<file path="src/rtl/mem_access_unit.sv">
// mem_access_unit
// Memory-stage load/store engine of the RISC-V pipeline. It takes the EX/MEM
// control fields, the ALU result as the byte address and the store data. It runs
// one req/ack transaction per access on the data-memory bus and holds the
// pipeline with stall until that transaction finishes. Load data is lane-shifted
// and sign- or zero-extended before it goes to MEM/WB.
//
// Parameters:
//   TIMEOUT        REQ cycles, counted on an 8-bit counter, before bus_error fires.
// Optional feature:
//   MEM_MISALIGN_TRAP_EN  when defined, misaligned half/word accesses skip the
//                         bus and pulse misalign_fault. When undefined, the output
//                         is tied 0 and the access runs word-aligned.
// Ports:
//   CLK, RESET            clock, asynchronous active-low reset
//   MEM_control[6:0]      [6] MemWrite, [2:0] funct3 load/store type
//   WB_control[3:0]       [2] MemtoReg (load)
//   ALUResult, StoreData  byte address, store source value
//   stall                 holds PC/IF/ID/EX/EX-MEM while an access is in flight
//   load_data             extended load result, held until the next load ends
//   mem_done, bus_error, misalign_fault   one-cycle status pulses in DONE
//   dmem_*                data-memory req/ack bus
module mem_access_unit #(
  parameter int unsigned TIMEOUT = 255
) (
  input  logic        CLK,
  input  logic        RESET,
  input  logic [6:0]  MEM_control,
  input  logic [3:0]  WB_control,
  input  logic [31:0] ALUResult,
  input  logic [31:0] StoreData,
  output logic        stall,
  output logic [31:0] load_data,
  output logic        mem_done,
  output logic        bus_error,
  output logic        misalign_fault,
  output logic        dmem_req,
  output logic        dmem_we,
  output logic [31:0] dmem_addr,
  output logic [3:0]  dmem_be,
  output logic [31:0] dmem_wdata,
  input  logic        dmem_ack,
  input  logic [31:0] dmem_rdata
);

  typedef enum logic [1:0] {IDLE, REQ, DONE} state_t;

  localparam logic [7:0] TMO_MAX = 8'(TIMEOUT);

  state_t      state;
  logic [2:0]  lat_type;
  logic [1:0]  lat_off;
  logic [7:0]  tmo_cnt;

  logic access;
  logic is_store;

  // Jump/branch fields and the remaining WB fields belong to other stages.
  logic unused_ctrl;
  assign unused_ctrl = ^{MEM_control[5:3], WB_control[3], WB_control[1:0]};

  assign is_store = MEM_control[6];
  assign access   = MEM_control[6] | WB_control[2];
  // Combinational in IDLE so the access is held on its very first cycle.
  assign stall    = ((state == IDLE) && access) || (state == REQ);

  function automatic logic [3:0] store_be(input logic [2:0] t, input logic [1:0] off);
    case (t)
      3'b000:  store_be = 4'b0001 << off;
      3'b001:  store_be = off[1] ? 4'b1100 : 4'b0011;
      3'b010:  store_be = 4'b1111;
      default: store_be = 4'b0000;
    endcase
  endfunction

  function automatic logic [31:0] store_wdata(input logic [2:0] t, input logic [31:0] sd);
    case (t)
      3'b000:  store_wdata = {4{sd[7:0]}};
      3'b001:  store_wdata = {2{sd[15:0]}};
      3'b010:  store_wdata = sd;
      default: store_wdata = 32'b0;
    endcase
  endfunction

  function automatic logic [31:0] load_extract(input logic [2:0] t, input logic [1:0] off,
                                               input logic [31:0] rd);
    logic [31:0] shifted;
    shifted = rd >> {off, 3'b000};
    case (t)
      3'b000:  load_extract = {{24{shifted[7]}}, shifted[7:0]};
      3'b100:  load_extract = {24'b0, shifted[7:0]};
      3'b001:  load_extract = {{16{shifted[15]}}, shifted[15:0]};
      3'b101:  load_extract = {16'b0, shifted[15:0]};
      3'b010:  load_extract = shifted;
      default: load_extract = 32'b0;
    endcase
  endfunction

`ifdef MEM_MISALIGN_TRAP_EN
  function automatic logic misaligned(input logic [2:0] t, input logic [1:0] off);
    misaligned = ((t[1:0] == 2'b01) && off[0]) || ((t[1:0] == 2'b10) && (off != 2'b00));
  endfunction
`else
  assign misalign_fault = 1'b0;
`endif

  always_ff @(posedge CLK or negedge RESET) begin
    if (!RESET) begin
      state      <= IDLE;
      lat_type   <= 3'b0;
      lat_off    <= 2'b0;
      tmo_cnt    <= 8'b0;
      load_data  <= 32'b0;
      mem_done   <= 1'b0;
      bus_error  <= 1'b0;
      dmem_req   <= 1'b0;
      dmem_we    <= 1'b0;
      dmem_addr  <= 32'b0;
      dmem_be    <= 4'b0;
      dmem_wdata <= 32'b0;
`ifdef MEM_MISALIGN_TRAP_EN
      misalign_fault <= 1'b0;
`endif
    end else begin
      mem_done  <= 1'b0;
      bus_error <= 1'b0;
`ifdef MEM_MISALIGN_TRAP_EN
      misalign_fault <= 1'b0;
`endif
      case (state)
        // IDLE: latch the transaction so the bus stays stable while EX/MEM is held
        IDLE: begin
          if (access) begin
            lat_type   <= MEM_control[2:0];
            lat_off    <= ALUResult[1:0];
            tmo_cnt    <= 8'b0;
            dmem_we    <= is_store;
            dmem_addr  <= {ALUResult[31:2], 2'b00};
            dmem_be    <= is_store ? store_be(MEM_control[2:0], ALUResult[1:0]) : 4'b1111;
            dmem_wdata <= is_store ? store_wdata(MEM_control[2:0], StoreData) : 32'b0;
`ifdef MEM_MISALIGN_TRAP_EN
            if (misaligned(MEM_control[2:0], ALUResult[1:0])) begin
              state          <= DONE;
              mem_done       <= 1'b1;
              misalign_fault <= 1'b1;
            end else
`endif
            begin
              state    <= REQ;
              dmem_req <= 1'b1;
            end
          end
        end
        // REQ: wait for ack; an ack on the final count still wins over the timeout
        REQ: begin
          if (dmem_ack) begin
            state    <= DONE;
            dmem_req <= 1'b0;
            mem_done <= 1'b1;
            if (!dmem_we) load_data <= load_extract(lat_type, lat_off, dmem_rdata);
          end else if (tmo_cnt == TMO_MAX) begin
            state     <= DONE;
            dmem_req  <= 1'b0;
            mem_done  <= 1'b1;
            bus_error <= 1'b1;
            if (!dmem_we) load_data <= 32'b0;
          end else begin
            tmo_cnt <= tmo_cnt + 8'd1;
          end
        end
        // DONE: stall is low here, so the pipeline advances exactly once
        DONE:    state <= IDLE;
        default: state <= IDLE;
      endcase
    end
  end

endmodule

</file>
<file path="config.mk">
export PLATFORM = sky130hd
export DESIGN_NAME = mem_access_unit
export DESIGN_NICKNAME = d
export VERILOG_FILES = /design/src/rtl/mem_access_unit.sv
export SDC_FILE = /design/constraint.sdc
export NUM_CORES = 1
export LEC_CHECK = 0
export BUFFER_PORTS_ARGS = -buffer_cell sky130_fd_sc_hd__buf_4
export CAP_MARGIN = 15
export CORE_ASPECT_RATIO = 1.1
export CORE_MARGIN = 8
export CORE_UTILIZATION = 40
export DETAILED_ROUTE_END_ITERATION = 10
export GPL_TIMING_DRIVEN = 0
export PLACE_DENSITY = 0.68
export SETUP_SLACK_MARGIN = 0.3
export SLEW_MARGIN = 20
export SYNTH_ARGS = -nofsm -noshare
export SYNTH_HDL_FRONTEND = slang
export SYNTH_SLANG_ARGS = --single-unit
</file>
<file path="constraint.sdc">
create_clock -name CLK -period 3 [get_ports CLK]
set_input_delay 0.15 -clock CLK [delete_from_list [all_inputs] [get_ports CLK]]
set_output_delay 0.15 -clock CLK [all_outputs]
set_load 0.02 [all_outputs]
</file>
==> flow_summary.ini, run 1 <==
[die]
io_pins = 216
dieArea_sq_mm = 0.01755
start_util = 0.4105
core_sq_mm = 0.01321
die_w_um = 127.0
rows = 44
die_y_um = 138.1

[setup_path]
worstSetupEndpointType = output pin
max_stage_delay_ns = 0.51
critPathArrivalTime_ns = 2.19
path_cells = nor2_1, o21ai_0, buf_2, clkbuf_1, nand2_1, buf_4
cp.required_ns = 2.85
crit_fanout = 10
crit_slowest_cell = clkbuf_1
crit_type = register to output pin
cp-start-kind = register

[synthesis]
synth_top_area_share = 0.5398
yosysSeqAreaShare = 0.5398
avgSynthCellArea_sq_um = 10.06
synthTopCellsByArea = dfrtp_1, nand2_1, mux2i_1
synth_warnings = 0
async_flop_share = 1.000
yosysTopAreaCell = dfrtp_1
synth_edf_count = 0
synthesis.area_sq_mm = 0.005424
synthFlopType = dfrtp_1
synth_seq_cells = 117
synthCells = 539
yosysUniqueCellTypes = 50

[route]
routedWlPerCell_um = 18.95
finalWirelength_mm = 19.03
vias = 5445
ant_nets = 0
drt-initial-drc-count = 289
dr.pass1.iters = 7
drt-vias-per-instance = 5.423
post-route-drc-count = 0

[placement]
dp_worst_setup_slack_ns = 1.069
dp_hpwl_mm = 13.64
gp_congestion = 0.8884
place_area_sq_mm = 0.007211
io_buffer_count = 206
dp_cells = 909

[grt]
grt_pass1_wl_mm = 30.71
track_usage = 0.2176
grt_max_degree = 74
first_global_vias = 5727
grt.overflow.total = 0
antenna_found_initial = 1

[power]
vdd_drop_max_mv = 0.4245
power_leakage_nw = 4.308
power.density_mw_per_mm2 = 979.8

[clocking]
htreeDepth = 4
numCtsBuffers = 17
path_clk_slew_ns = 0.05
clock-sinks = 117
clkLatencyLatePin_ns = 0.41
ctsRootBufferMaster = clkbuf_16
cts_hold_buf = 64
clk_path_buf_depth = 2
cts_tree = done
cts_setup_buffers = 0
cts_resized = 0

[final_layout]
syn_to_final_growth_pct = 55.36
nets = 942
drive_above_1_share = 0.3147
utilization = 0.6378
fin_area_sq_mm = 0.008427
final_cell_count_no_fill = 1004

[min_path]
min_path_type = input port to register

[sta]
setup_tns_ns = 0
final_max_slew_viol_count = 0
fin_skew_ns = 0.006151
fin_crit_sh = 0.7803
period_needed_ns = 2.341
fin_ws_ns = 0.6590
slew_headroom = 0.5610
worst_pin_slew_ns = 0.6560
rsz0062_at_grt = false
finalHoldViolCount = 0
max_freq_ghz = 0.4272
setup_viol = 0

[status]
status = complete, no violations

[job]
drv_cap = 0
## state kept, by name (all words and copies together) (netlist names)
| register | flops |
|---|---|
| dmem_wdata | 32 |
| load_data | 32 |
| dmem_addr | 30 |
| tmo_cnt | 8 |
| dmem_be | 4 |
| lat_type | 3 |
| lat_off | 2 |
| state | 2 |
| bus_error | 1 |
| dmem_req | 1 |
| dmem_we | 1 |
| mem_done | 1 |
## power by group
group | switching, W | total [W] | internal, W | leakage, nW
clock | 0.000666 | 0.00195 | 0.00128 | 0.285
sequential | 0.000396 | 0.00258 | 0.00218 | 1.51
combinational | 0.00213 | 0.00373 | 0.00160 | 2.51
total | 0.00319 | 0.00826 | 0.00507 | 4.31
## routing by layer
layer  vias up  wire length [um]  global-route usage
li1       2484                 -                   -
met3        38              1927             0.09115
met5         -                 0                   0
met2       277              9068              0.3509
met1      2646              7620              0.2526
met4         0               409             0.08025
## cell usage in the layout, fill, tap and decap left out, types with 3 or more instances in the layout
| cell type | count |
|---|---|
| a221o_1 | 17 |
| buf_4 | 212 |
| nor2_1 | 25 |
| o21ai_0 | 35 |
| clkbuf_1 | 23 |
| a211o_1 | 8 |
| mux2i_1 | 30 |
| clkbuf_16 | 17 |
| dlygate4sd3_1 | 64 |
| conb_1 | 3 |
| nand3_1 | 6 |
| dfrtp_1 | 117 |
| buf_2 | 11 |
| a21oi_1 | 25 |
| a222oi_1 | 8 |
| a22o_1 | 24 |
| inv_1 | 10 |
| nor2b_1 | 13 |
| clkbuf_8 | 7 |
| nand2_1 | 138 |
| a32o_1 | 7 |
## Yosys cell counts (2+ instances only)
library cell and number:
nand3_1 6, inv_1 10, a211o_1 8, nor2b_1 13, a32o_1 7, clkbuf_1 20, a221o_1 17, xor2_1 2
buf_2 11, o21ai_0 35, mux2i_1 30, nor2_1 25, buf_4 7, a22o_1 24, and3_1 2, a222oi_1 8
o211ai_1 2, nor4_1 2, dfrtp_1 117, nand2_1 138, or3_1 2, a21oi_1 25
## critical path, delay by kind of cell, from the launching register on
kind | cells | cell delay [ns]
AND/OR/NAND/NOR | 2 | 0.24
AO/OA/AOI/OAI | 1 | 0.11
flip-flops | 1 | 0.44
buffers and inverters | 3 | 1.00
## logic make-up (layout without fill, tap and decap cells)
| family | count (synthesis) | in the layout | share of synthesized area |
|---|---|---|---|
| buffers and inverters | 52 | 353 | 0.04775 |
| adder cells (fa/ha/maj) | 1 | 1 | 0.002306 |
| XOR/XNOR | 2 | 2 | 0.003230 |
| AND/OR/NAND/NOR | 198 | 198 | 0.1631 |
| flip-flops | 117 | 117 | 0.5398 |
| other | 1 | 4 | 0.0006914 |
| AO/OA/AOI/OAI | 137 | 137 | 0.1850 |
| multiplexers | 31 | 31 | 0.05813 |
## through the flow
stage | total power, W | hold WS, ns
2_1_floorplan | 0.004636 | -0.1456
3_3_place_gp | 0.006135 | 0.3397
3_5_place_dp | 0.006222 | 0.1127
4_1_cts | 0.008290 | 0.03020
5_1_grt | 0.008721 | 0.06673
6_report | 0.008256 | 0.04901
## path summary, 6_finish.rpt
kind | startpoint | endpoint | slack [ns] | cells after the start
worst min register to register | dmem_addr[7]$_DFFE_PN0P_ | dmem_addr[7]$_DFFE_PN0P_ | 0.47 | 2
max in group asynchronous | RESET | dmem_wdata[6]$_DFFE_PN0P_ | 2.02 | 3
min in group asynchronous | RESET | dmem_addr[29]$_DFFE_PN0P_ | 0.25 | 2
worst max register to register | state[0]$_DFFE_PN0P_ | dmem_wdata[16]$_DFFE_PN0P_ | 0.74 | 7
worst max-delay path | state[0]$_DFFE_PN0P_ | stall | 0.66 | 6
worst min-delay path | WB_control[2] | dmem_we$_DFFE_PN0P_ | 0.05 | 3
## cell type report
| type | count | area, sq um |
|---|---|---|
| clock buffers | 27 | 533.0 |
| fillers | 1057 | 4786 |
| repair buffers | 271 | 2218 |
| flip-flops and latches | 117 | 2928 |
| inverters | 11 | 41.29 |
| multi-input cells | 372 | 2245 |
| diodes | 1 | 2.502 |
| clock inverters | 3 | 40.04 |
| plain buffers | 41 | 217.7 |
| well taps | 161 | 201.4 |
Note: power is estimated with default switching activity, not from simulation.
==> run 2, diff against run 1 <==
- ABC_AREA: default -> 1
- PLACE_DENSITY: 0.68 -> 0.7
- clock period: 3 -> 2.1 ns (I/O delays scaled with it)
==> run 2 against run 1 <==
Utilization about the same. Critical path depth up 5. Critical endpoint is now load_data[19]$_DFFE_PN0P_. Via count up 12%. Clock skew up 0.0012 ns. Highest routed layer unchanged. Largest power group unchanged.
==> flow_summary.ini, run 2 <==
[sta]
max_freq_ghz = 0.5820
final_max_slew_viol_count = 0
setup_viol = 0
setup_tns_ns = 0
rsz0062_at_grt = true
period_needed_ns = 1.718
finalHoldViolCount = 0
fin_crit_sh = 0.8183
worst_pin_slew_ns = 0.5110
fin_skew_ns = 0.007392
slew_headroom = 0.6593

[die]
start_util = 0.4094
rows = 45
die_w_um = 129.5
dieArea_sq_mm = 0.01825
core_sq_mm = 0.01385
io_pins = 216
die_y_um = 140.9

[final_layout]
diodes = 0
top_regs = dmem_wdata x32, load_data x32, dmem_addr x30
nets = 1156
final_cell_mix = nand2_1, buf_4, dfrtp_1
drive_above_1_share = 0.2803
syn_to_final_growth_pct = 55.69
fin_area_sq_mm = 0.008828
layout_commonest_cell = nand2_1

[synthesis]
synth_warnings = 0
synth_seq_cells = 117
synth_top_area_share = 0.5163
yosysTopAreaCell = dfrtp_1
async_flop_share = 1.000
synthTopCellsByCount = nand2_1, dfrtp_1, nand3_1
synthCells = 750
synthTopCellsByArea = dfrtp_1, nand2_1, nand3_1
yosysUniqueCellTypes = 27
synthFlopType = dfrtp_1
yosysMostFrequentCell = nand2_1
synth_edf_count = 0
avgSynthCellArea_sq_um = 7.561
yosysSeqAreaShare = 0.5163
synthesis.area_sq_mm = 0.005670

[power]
power_leakage_nw = 4.865
vdd_drop_max_mv = 0.7052
power.density_mw_per_mm2 = 1420
p_total_w = 0.01254

[grt]
grt_max_degree = 71
grt_pass1_wl_mm = 31.86
track_usage = 0.2221
antenna_found_initial = 0
first_global_vias = 6300
grt.overflow.total = 0

[clocking]
cts_tree = done
clock-sinks = 117
clk_path_buf_depth = 2
numCtsBuffers = 17
ctsRootBufferMaster = clkbuf_16
clkLatencyLatePin_ns = 0.41
path_clk_slew_ns = 0.05
htreeDepth = 4

[route]
drt-initial-drc-count = 402
vias = 6096
finalWirelength_mm = 19.99
ant_nets = 0
post-route-drc-count = 0
drt-vias-per-instance = 4.900
dr.pass1.iters = 5
routedWlPerCell_um = 16.07

[setup_path]
cp-start-kind = register
cp.required_ns = 2.45
critPathArrivalTime_ns = 2.07
r2r_setup_slack_ns = 0.38
worstSetupEndpointType = register
crit_fanout = 10
rr_worst_depth = 11
crit_type = register to register

[placement]
place_area_sq_mm = 0.007491
gp_congestion = 0.9056
dp_hpwl_mm = 14.10
io_buffer_count = 206

[min_path]
whs_path_depth = 3
min_path_type = input port to register

[status]
status = complete, no violations

[job]
drv_cap = 0
run 2: cell type report:
| cell class | instances | area (sq um) |
|---|---|---|
| buffer | 39 | 231.5 |
| clock buffer | 22 | 464.2 |
| clock inverter | 8 | 150.1 |
| fill | 1208 | 5022 |
| inverter | 41 | 153.9 |
| multi-input combinational | 555 | 2406 |
| sequential | 117 | 2928 |
| tap | 188 | 235.2 |
| timing repair buffer | 274 | 2260 |
run 2: worst max-delay path: stages (launching register included):
cell     delay (ns)
dfrtp_1        0.37
ha_2           0.20
nand2_2        0.09
nor2_4         0.13
nand2_4        0.10
nand2_4        0.09
nand3_4        0.12
nor2_4         0.18
buf_12         0.14
buf_6          0.13
nand2_1        0.06
nand2_1        0.06
run 2: cell families after synthesis:
logic type	after synthesis	share of synthesized area
other	1	0.0006613
AOI/OAI and AO/OA	75	0.07149
xor gates and xnor gates	3	0.004635
DFF	117	0.5163
buffers and inverters	80	0.06509
adders and majority gates	1	0.002206
and+or+nand+nor	473	0.3396
run 2: path summary, 6_finish.rpt:
path,from,end
worst max-delay path,tmo_cnt[0]$_DFFE_PN0P_,load_data[19]$_DFFE_PN0P_
max in group asynchronous,RESET,load_data[14]$_DFFE_PN0P_
worst max register to register,tmo_cnt[0]$_DFFE_PN0P_,load_data[19]$_DFFE_PN0P_
min in group asynchronous,RESET,load_data[0]$_DFFE_PN0P_
worst min register to register,dmem_addr[18]$_DFFE_PN0P_,dmem_addr[18]$_DFFE_PN0P_
worst min-delay path,StoreData[14],dmem_wdata[14]$_DFFE_PN0P_
run 2: repair_timing:
action                                  CTS  global route
hold buffers                             58             0
setup buffers                             1             6
gates cloned                              0             2
endpoints found under the setup margin    1            58
endpoints found under the hold margin    97             0
pin swaps                                 0             2
resized for setup                         2            13
run 2: metal layers:
layer	vias up	GRT usage	part of all wire
li1	2947	-	-
met1	2798	0.2580	0.39
met2	298	0.3609	0.47
met3	53	0.07544	0.10
met4	0	0.1040	0.033
met5	-	0	0
run 2: metrics by stage:
stage,hold slack [ns],worst slack [ns],utilization,cells
3_5_place_dp,0.06968,0.3230,0.5408,1147
4_1_cts,0.0003137,0.3119,0.6279,1236
6_report,0.02126,0.3816,0.6374,1244
3_3_place_gp,0.2987,0.3391,0.5386,1146
2_1_floorplan,-0.1906,0.6315,-,752
5_1_grt,0.04250,0.2693,0.6374,1244
run 2: where the power goes:
| part | leakage, nW | total, W | internal, W | switching, W |
|---|---|---|---|---|
| combinational | 3.05 | 0.00584 | 0.00222 | 0.00363 |
| clock | 0.285 | 0.00307 | 0.00203 | 0.00104 |
| sequential | 1.53 | 0.00362 | 0.00311 | 0.000510 |
| total | 4.86 | 0.0125 | 0.00736 | 0.00517 |
